--- src/rtl/seg7_pwm_scan.sv ---
// Multiplexed 8-digit common-anode hex display driver with frame-coherent input
// latching, leading-zero blanking, decimal points and phase-based PWM dimming.
module seg7_pwm_scan #(
    parameter int PWM_DIV = 12500
) (
    input  logic        clk,
    input  logic        rst,
    input  logic [31:0] value,
    input  logic [7:0]  digit_en,
    input  logic [7:0]  dp,
    input  logic        lz_blank,
    input  logic [2:0]  brightness,
    output logic [7:0]  AN,
    output logic [6:0]  SEG,
    output logic        DP,
    output logic        frame_start
);

    localparam int CW = (PWM_DIV > 1) ? $clog2(PWM_DIV) : 1;

    logic [CW-1:0] pwm_cnt_reg;
    logic [2:0]    phase_reg;
    logic [2:0]    idx_reg;

    logic [31:0]   value_sh_reg;
    logic [7:0]    en_sh_reg;
    logic [7:0]    dp_sh_reg;
    logic          lz_sh_reg;
    logic [2:0]    bright_sh_reg;

    logic [7:0]    an_reg;
    logic [6:0]    seg_reg;
    logic          dp_out_reg;
    logic          frame_start_reg;

    logic          pwm_wrap;
    logic          frame_latch;
    logic [7:0]    nz;
    logic [2:0]    high_idx;
    logic [7:0]    keep;
    logic [3:0]    cur_nib;
    logic          lit;

    function automatic logic [6:0] font(input logic [3:0] n);
        case (n)
            4'h0: font = 7'h40;
            4'h1: font = 7'h79;
            4'h2: font = 7'h24;
            4'h3: font = 7'h30;
            4'h4: font = 7'h19;
            4'h5: font = 7'h12;
            4'h6: font = 7'h02;
            4'h7: font = 7'h78;
            4'h8: font = 7'h00;
            4'h9: font = 7'h10;
            4'hA: font = 7'h08;
            4'hB: font = 7'h03;
            4'hC: font = 7'h46;
            4'hD: font = 7'h21;
            4'hE: font = 7'h06;
            default: font = 7'h0E;
        endcase
    endfunction

    assign pwm_wrap    = (pwm_cnt_reg == CW'(PWM_DIV - 1));
    assign frame_latch = (idx_reg == 3'd0) && (phase_reg == 3'd0) && (pwm_cnt_reg == '0);

    always_ff @(posedge clk) begin
        if (rst) begin
            pwm_cnt_reg <= '0;
            phase_reg   <= '0;
            idx_reg     <= '0;
        end else if (pwm_wrap) begin
            pwm_cnt_reg <= '0;
            phase_reg   <= phase_reg + 3'd1;
            if (phase_reg == 3'd7)
                idx_reg <= idx_reg + 3'd1;
        end else begin
            pwm_cnt_reg <= pwm_cnt_reg + CW'(1);
        end
    end

    // Shadows are only loaded at the very start of a frame so a frame never mixes inputs.
    always_ff @(posedge clk) begin
        if (rst) begin
            value_sh_reg  <= '0;
            en_sh_reg     <= '0;
            dp_sh_reg     <= '0;
            lz_sh_reg     <= 1'b0;
            bright_sh_reg <= '0;
        end else if (frame_latch) begin
            value_sh_reg  <= value;
            en_sh_reg     <= digit_en;
            dp_sh_reg     <= dp;
            lz_sh_reg     <= lz_blank;
            bright_sh_reg <= brightness;
        end
    end

    generate
        for (genvar gi = 0; gi < 8; gi++) begin : g_nz
            assign nz[gi] = |value_sh_reg[4*gi +: 4];
        end
    endgenerate

    always_comb begin
        high_idx = 3'd0;
        for (int i = 0; i < 8; i++) begin
            if (nz[i])
                high_idx = 3'(i);
        end
    end

    // Digit 0 can never sit above the highest nonzero nibble, so it is never LZ-blanked.
    generate
        for (genvar gi = 0; gi < 8; gi++) begin : g_keep
            assign keep[gi] = en_sh_reg[gi] & ~(lz_sh_reg & (3'(gi) > high_idx));
        end
    endgenerate

    assign cur_nib = value_sh_reg[{idx_reg, 2'b00} +: 4];
    assign lit     = keep[idx_reg] && (phase_reg != 3'd0) && (phase_reg <= bright_sh_reg);

    always_ff @(posedge clk) begin
        if (rst) begin
            an_reg          <= 8'hFF;
            seg_reg         <= 7'h7F;
            dp_out_reg      <= 1'b1;
            frame_start_reg <= 1'b0;
        end else begin
            frame_start_reg <= frame_latch;
            if (lit) begin
                an_reg     <= ~(8'h01 << idx_reg);
                seg_reg    <= font(cur_nib);
                dp_out_reg <= ~dp_sh_reg[idx_reg];
            end else begin
                an_reg     <= 8'hFF;
                seg_reg    <= 7'h7F;
                dp_out_reg <= 1'b1;
            end
        end
    end

    assign AN          = an_reg;
    assign SEG         = seg_reg;
    assign DP          = dp_out_reg;
    assign frame_start = frame_start_reg;

endmodule

--- config.mk ---
export PLATFORM = sky130hd
export DESIGN_NAME = seg7_pwm_scan
export DESIGN_NICKNAME = d
export VERILOG_FILES = /design/src/rtl/seg7_pwm_scan.sv
export SDC_FILE = /design/constraint.sdc
export NUM_CORES = 1
export LEC_CHECK = 0
export ABC_CLOCK_PERIOD_IN_PS = 2500
export CAP_MARGIN = 20
export CELL_PAD_IN_SITES_DETAIL_PLACEMENT = 1
export CELL_PAD_IN_SITES_GLOBAL_PLACEMENT = 1
export CORE_MARGIN = 4
export CORE_UTILIZATION = 37
export CTS_BUF_LIST = sky130_fd_sc_hd__clkbuf_4 sky130_fd_sc_hd__clkbuf_8
export CTS_CLUSTER_SIZE = 16
export DETAILED_ROUTE_END_ITERATION = 12
export GPL_ROUTABILITY_DRIVEN = 0
export PLACE_DENSITY_LB_ADDON = 0.3
export SKIP_LAST_GASP = 1
export SLEW_MARGIN = 25
export SYNTH_ARGS = -nofsm -noshare
export SYNTH_HDL_FRONTEND = slang
export SYNTH_SLANG_ARGS = --single-unit
--- constraint.sdc ---
create_clock -name clk -period 2.5 [get_ports clk]
set_input_delay 0.75 -clock clk [delete_from_list [all_inputs] [get_ports clk]]
set_output_delay 0.75 -clock clk [all_outputs]
set_load 0.005 [all_outputs]
After elaboration in Yosys (flattened, before gate mapping) --
Memory sizes are Yosys's and may differ from the RTL's. A register that Yosys moved wholly into a read port is not among the register bits. Index checks and enable logic that the tools add are counted.
Storage, ports and cells: memory bits (read-only) 112, output and inout port bits 17, word-level logic and storage cells 85, input bits 54, memories 1, register bits 82
Cells by class: $add $sub $neg 3, shifts and indexed selects 2, reduce and logical (&&, ||, !) cells 18, multiplexer cells 11, equal/unequal tests 2, bitwise logic cells 27, $lt $le $gt $ge 10
Memory list:
- (name not given) | depth 16, width 7, read ports 1, clocked after memory_dff 1, write ports 0, RTL line 45 | case (n)
Operators with widths (number):
- $shiftx 32x6->4 | 1
- $reduce_or 4->1 | 7
- $mux 3 | 6
- $and 1x1->1 | 16
- $add 14x1->14 const B | 1
- $eq 14x14->1 const B | 1
- $logic_not 14->1 | 1
- $gt 3x3->1 const A | 4
- $not 1->1 | 10
- $not 8->8 | 1
- $shl 1x3->8 const A | 1
- $add 3x1->3 const B | 2
- $bmux 1 s3 | 2
- $gt 1x3->1 const A | 2
- $gt 2x3->1 const A | 2
- $logic_not 3->1 | 2
- $logic_and 1x1->1 | 4
- $lt 3x4->1 const B | 1
- $reduce_or 2->1 | 2
- $eq 3x3->1 const B | 1
- $le 3x3->1 | 1
- $mux 1 | 3
- $reduce_bool 3->1 | 1
- $reduce_and 2->1 | 1

Depth between registers and ports, before layout --
depth after elaboration 18, gate-level depth with buffers 11, mapped depth without buffers 9

Worst setup path before layout --
OpenSTA, ideal clock, no wires.
path kind reg2reg, start point register idx_reg[1], end point register seg_reg[3], in the netlist SEG[3], setup time 0.127 ns, cell stages (with the launch flop) 12, clock period less this slack 2.414 ns, arrival 2.287 ns, data required time 2.373 ns, path buffers 2, setup slack 0.086 ns, cell sequence dfxtp_1 -> buf_2 -> buf_2 -> mux4_2 -> nand2_1 -> nand2_1 -> inv_1 -> ha_1 -> inv_1 -> mux4_2 -> inv_1 -> nand2_1
Between the ends: word-level cells in the longest chain between the ends 6, elaborated cells on any way between the ends 7, those cells by class 1 x shift; 2 x mux; 1 x bitwise; 3 x reduce/logical
RTL lines:
- start, declared | RTL line 23 | logic [2:0] idx_reg;
- start signal, assigned | RTL line 77 | idx_reg <= idx_reg + 3'd1;
- $bmux 1 s3 | RTL line 122 | assign lit = keep[idx_reg] && (phase_reg != 3'd0) && (phase_reg <= bright_sh_reg);
- $mux 1 (not written as such) | RTL line 122
- $logic_and 1x1->1 (2 in series) | RTL line 122
- $not 1->1 (no line)
- $reduce_or 2->1 (no line)
- end, declared | RTL line 32 | logic [6:0] seg_reg;
Several ways; a longest one is shown, not always the timed one. The select of a mux whose other input is x is not followed. A chain may end at the register's enable or synchronous reset.

Final worst setup path --
start point register value_sh_reg[20], end point register seg_reg[4], in the netlist SEG[4]
Between the ends: word-level cells in the longest chain between the ends 14, elaborated cells on any way between the ends 43, those cells by class 8 x order compare; 1 x shift; 5 x mux; 25 x bitwise; 4 x reduce/logical
RTL lines:
- start, declared | RTL line 25 | logic [31:0] value_sh_reg;
- start signal, assigned | RTL line 92 | value_sh_reg <= value;
- $reduce_or 4->1 | RTL line 102 | assign nz[gi] = |value_sh_reg[4*gi +: 4];
- $mux 3 (3 in series) | RTL line 109 | if (nz[i])
- $gt 1x3->1 (tied with other cells) | RTL line 117 | assign keep[gi] = en_sh_reg[gi] & ~(lz_sh_reg & (3'(gi) > high_idx));
- $and 1x1->1 | RTL line 117
- $not 1->1 | RTL line 117
- $and 1x1->1 | RTL line 117
- $bmux 1 s3 | RTL line 122
- $mux 1 (not written as such) | RTL line 122
- $logic_and 1x1->1 (2 in series) | RTL line 122
- $not 1->1 (no line)
- $reduce_or 2->1 (no line)
Several ways; a longest one is shown, not always the timed one. The select of a mux whose other input is x is not followed.

==> metrics.md <==
| Metric | Value |
|---|---|
| Outcome | `completed` |
| Compound-Gate Fraction of Synth Area | `11.6%` |
| Maxcap violations | `0` |
| Total number of placement rows | `37` |
| Reg2Reg Setup Slack | `160 ps` |
| Clk root buf | `clkbuf_8` |
| Chip width | `112 microns` |
| Power share of the combinational group | `16.9%` |
| P&R area growth vs syn | `26.6%` |
| Simple-Gate Fraction of Synth Area | `21.9%` |
| Detailed Route Iter0 Violations | `162` |
| Mapped Nets | `540` |
| Worst vdd ir | `0.303 mV` |
| Endpoint class of the critical path | `flip-flop` |
| Hold Path Stages | `2` |
| Vias per cell | `5.11` |
| Pint | `2.12 mW` |
| CORE AREA | `10500 sq um` |
| Vias | `3472` |
| GRT Total Usage | `16.9%` |
| H-tree levels | `3` |
| Die Ht | `112 microns` |
| Class of the worst hold path | `reg2reg` |
| WHS Endpoint | `en_sh_reg[6]` |
| Final HPWL DP | `7850 microns` |
| Fin Setup TNS | `0 ps` |
| Cells on worst reg2reg path | `7` |
| Max frequency | `0.427 GHz` |
| Crit. Startpoint | `value_sh_reg[20]` |
| Leading area contributor after synthesis | `dfxtp_1` |
| Area share of the largest cell type after synthesis | `44.3%` |
| Critical R2R Launch | `value_sh_reg[20]` |
| Reg-to-reg endpoint | `SEG[4]` |
| Post-synthesis cell area | `4020 sq um` |
| Max Clock Skew | `12.0 ps` |
| First-pass GRT wire length | `17400 microns` |
| Warning count from the yosys run | `0` |
| Seq pwr share | `52.4%` |
| Antenna fix cells | `0` |
| Syn_area_per_cell | `8.63 sq um` |
| Mux cell area share after synthesis | `8.96%` |
| Seq/Total Area, Yosys | `44.3%` |
| Critical Path Fanout Max | `8` |
| CTS Sinks | `89` |
| Initial DRT Pass Iterations | `4` |
| Syn Inst Count | `466` |
| Yosys cell types | `47` |
| Total CTS buffers | `9` |
| # DRC | `0` |
| CTS Buffer Depth | `2` |
| Share of layout cells above drive strength 1 | `10.3%` |
| Slew Viols, Final | `0` |
| Post-DRT Antenna Nets | `0` |
| Total gr overflow | `0` |
| DR WL/cell | `15.3 microns` |
| Synth async-reset ratio | `0%` |
| Initial core utilization | `38.4%` |
| Clk_lat worst skew | `370 ps` |
| Largest family of logic cells by synthesized area | `simple AND/OR/NAND/NOR gates` |
| Sw Pwr | `884 uW` |
| Worst-Margin Slew | `623 ps` |
| Die ar. | `12600 sq um` |
| Ranking of synthesized cells by area | `dfxtp_1, nand2_1, a21oi_1, mux4_2, ha_1` |
| Setup CP Type | `reg2reg` |
| Clock group share of total power | `30.6%` |
| Synth Area in Adders | `6.22%` |
| RSZ-0062 raised after global routing | `false` |
| Post-CTS Hold Buffers | `0` |
| Final wirelength | `10400 microns` |
| Rel. slew slack | `58.5%` |
| Pin count of the biggest net entering global routing | `60` |
| Worst hold start | `en_sh_reg[6]` |
| Post-synthesis xor/xnor area fraction | `2.83%` |
| Vias in the first global route | `3557` |
| Post-layout min period | `2340 ps` |
| Final Setup Violations | `0` |
| Layout Nets | `612` |
| FF+latch count, synth | `89` |
| Sw frac | `29.4%` |
| Pwr dens | `590 nW/um^2` |
| Worst path arrival time | `2610 ps` |
| Final hold vios | `0` |
| Ys flop type | `dfxtp_1` |
| TritonCTS clock tree | `yes` |
| Pleak | `1.95 nW` |
| Initial antenna violation count | `0` |
| Final Cycle Share | `93.8%` |
| Worst Path Required | `2760 ps` |
| Post-synth EDFFs | `0` |
| IO Count | `71` |
| Fill cell count | `1276` |
| CP startpoint kind | `flip-flop` |
| Hold slack | `455 ps` |
| Buffers on Ports | `70` |
| Worst-path clk slew | `100 ps` |
| Max reg flops | `32` |
## stage by stage
step	area [sq um]	total power, mW	util (%)	instances	setup WS, ps
2_1_floorplan	4020	1.90	-	466	86.3
3_3_place_gp	4890	2.10	46.7	660	136
3_5_place_dp	4890	2.12	46.7	660	92.8
4_1_cts	5060	3.05	48.4	676	82.3
5_1_grt	5090	3.16	48.6	679	23.2
6_report	5090	3.00	48.6	679	156
## worst max-delay path by stage
stage | end | slack [ps] | cells after the start
floorplan | SEG[3] | 90 | 11
global placement | SEG[1] | 140 | 6
detailed placement | SEG[6] | 90 | 6
CTS | SEG[6] | 80 | 6
global route | SEG[6] | 20 | 6
finish | SEG[4] | 160 | 7
## cell type report
class / count / area, sq um / share of cell area, %
inverters: 15 / 56.3 / 1.11
well taps: 136 / 170 / 3.34
clock buffers: 9 / 124 / 2.43
clock inverters: 7 / 53.8 / 1.06
repair buffers: 86 / 828 / 16.3
multi-input cells: 337 / 2070 / 40.7
flip-flops and latches: 89 / 1780 / 35.0
## synthesized netlist by cell type, drive strengths merged, types with 6 or more instances
cell type	count
a21oi	60
buf	10
clkbuf	15
dfxtp	89
ha	20
inv	14
mux2i	6
mux4	12
nand2	135
nand3	11
nor2	25
o21ai	6
or4	7
xnor2	6
xor2	7
## power groups by stage
stage	registers [mW]	clock network (mW)	logic, mW
floorplan	1.57	0	0.327
global placement	1.60	0	0.500
detailed placement	1.61	0	0.515
CTS	1.58	0.954	0.518
global route	1.59	1.00	0.575
finish	1.58	0.920	0.509
## critical path: stages (launching register included)
cell      delay, ps
dfxtp_1         360
or4_1           620
or4_1           500
nand3_1         110
a21oi_2          80
o22ai_4         300
buf_4           190
o211ai_1         70
## per-layer routing
metal	vias to the layer above	GRT usage [%]	part of all wire, %
met5	-	0	0
li1	1728	-	-
met4	0	6.33	1.7
met2	70	27.6	47
met3	15	3.34	4.4
met1	1659	22.1	47
## cell usage in the layout (no fill, tap or decap), drive strengths merged, types with 3 or more instances in the layout
cell and count:
nand4 3, nor3 3, buf 17, inv 17, o21ai 6, clkinv 5
xnor2 6, nor2 25, mux4 12, ha 20, nor4 4, xor2 7
and3 3, dfxtp 89, a21oi 60, nor2b 4, o221ai 3, nand3 11
nand2 135, mux2i 6, clkdlybuf4s50 69, clkbuf 9, or4 7
## timing repair
action | CTS | global route
buffers inserted | 0 | 3
setup endpoints to repair | 0 | 4
gates resized for setup | 0 | 1
## cell families after synthesis
logic type / count (synthesis)
DFF: 89
and+or+nand+nor: 203
muxes: 20
buffers and inverters: 40
adders and majority gates: 20
xor gates and xnor gates: 13
AOI/OAI and AO/OA: 81
Note: power is estimated with default switching activity, not from simulation.
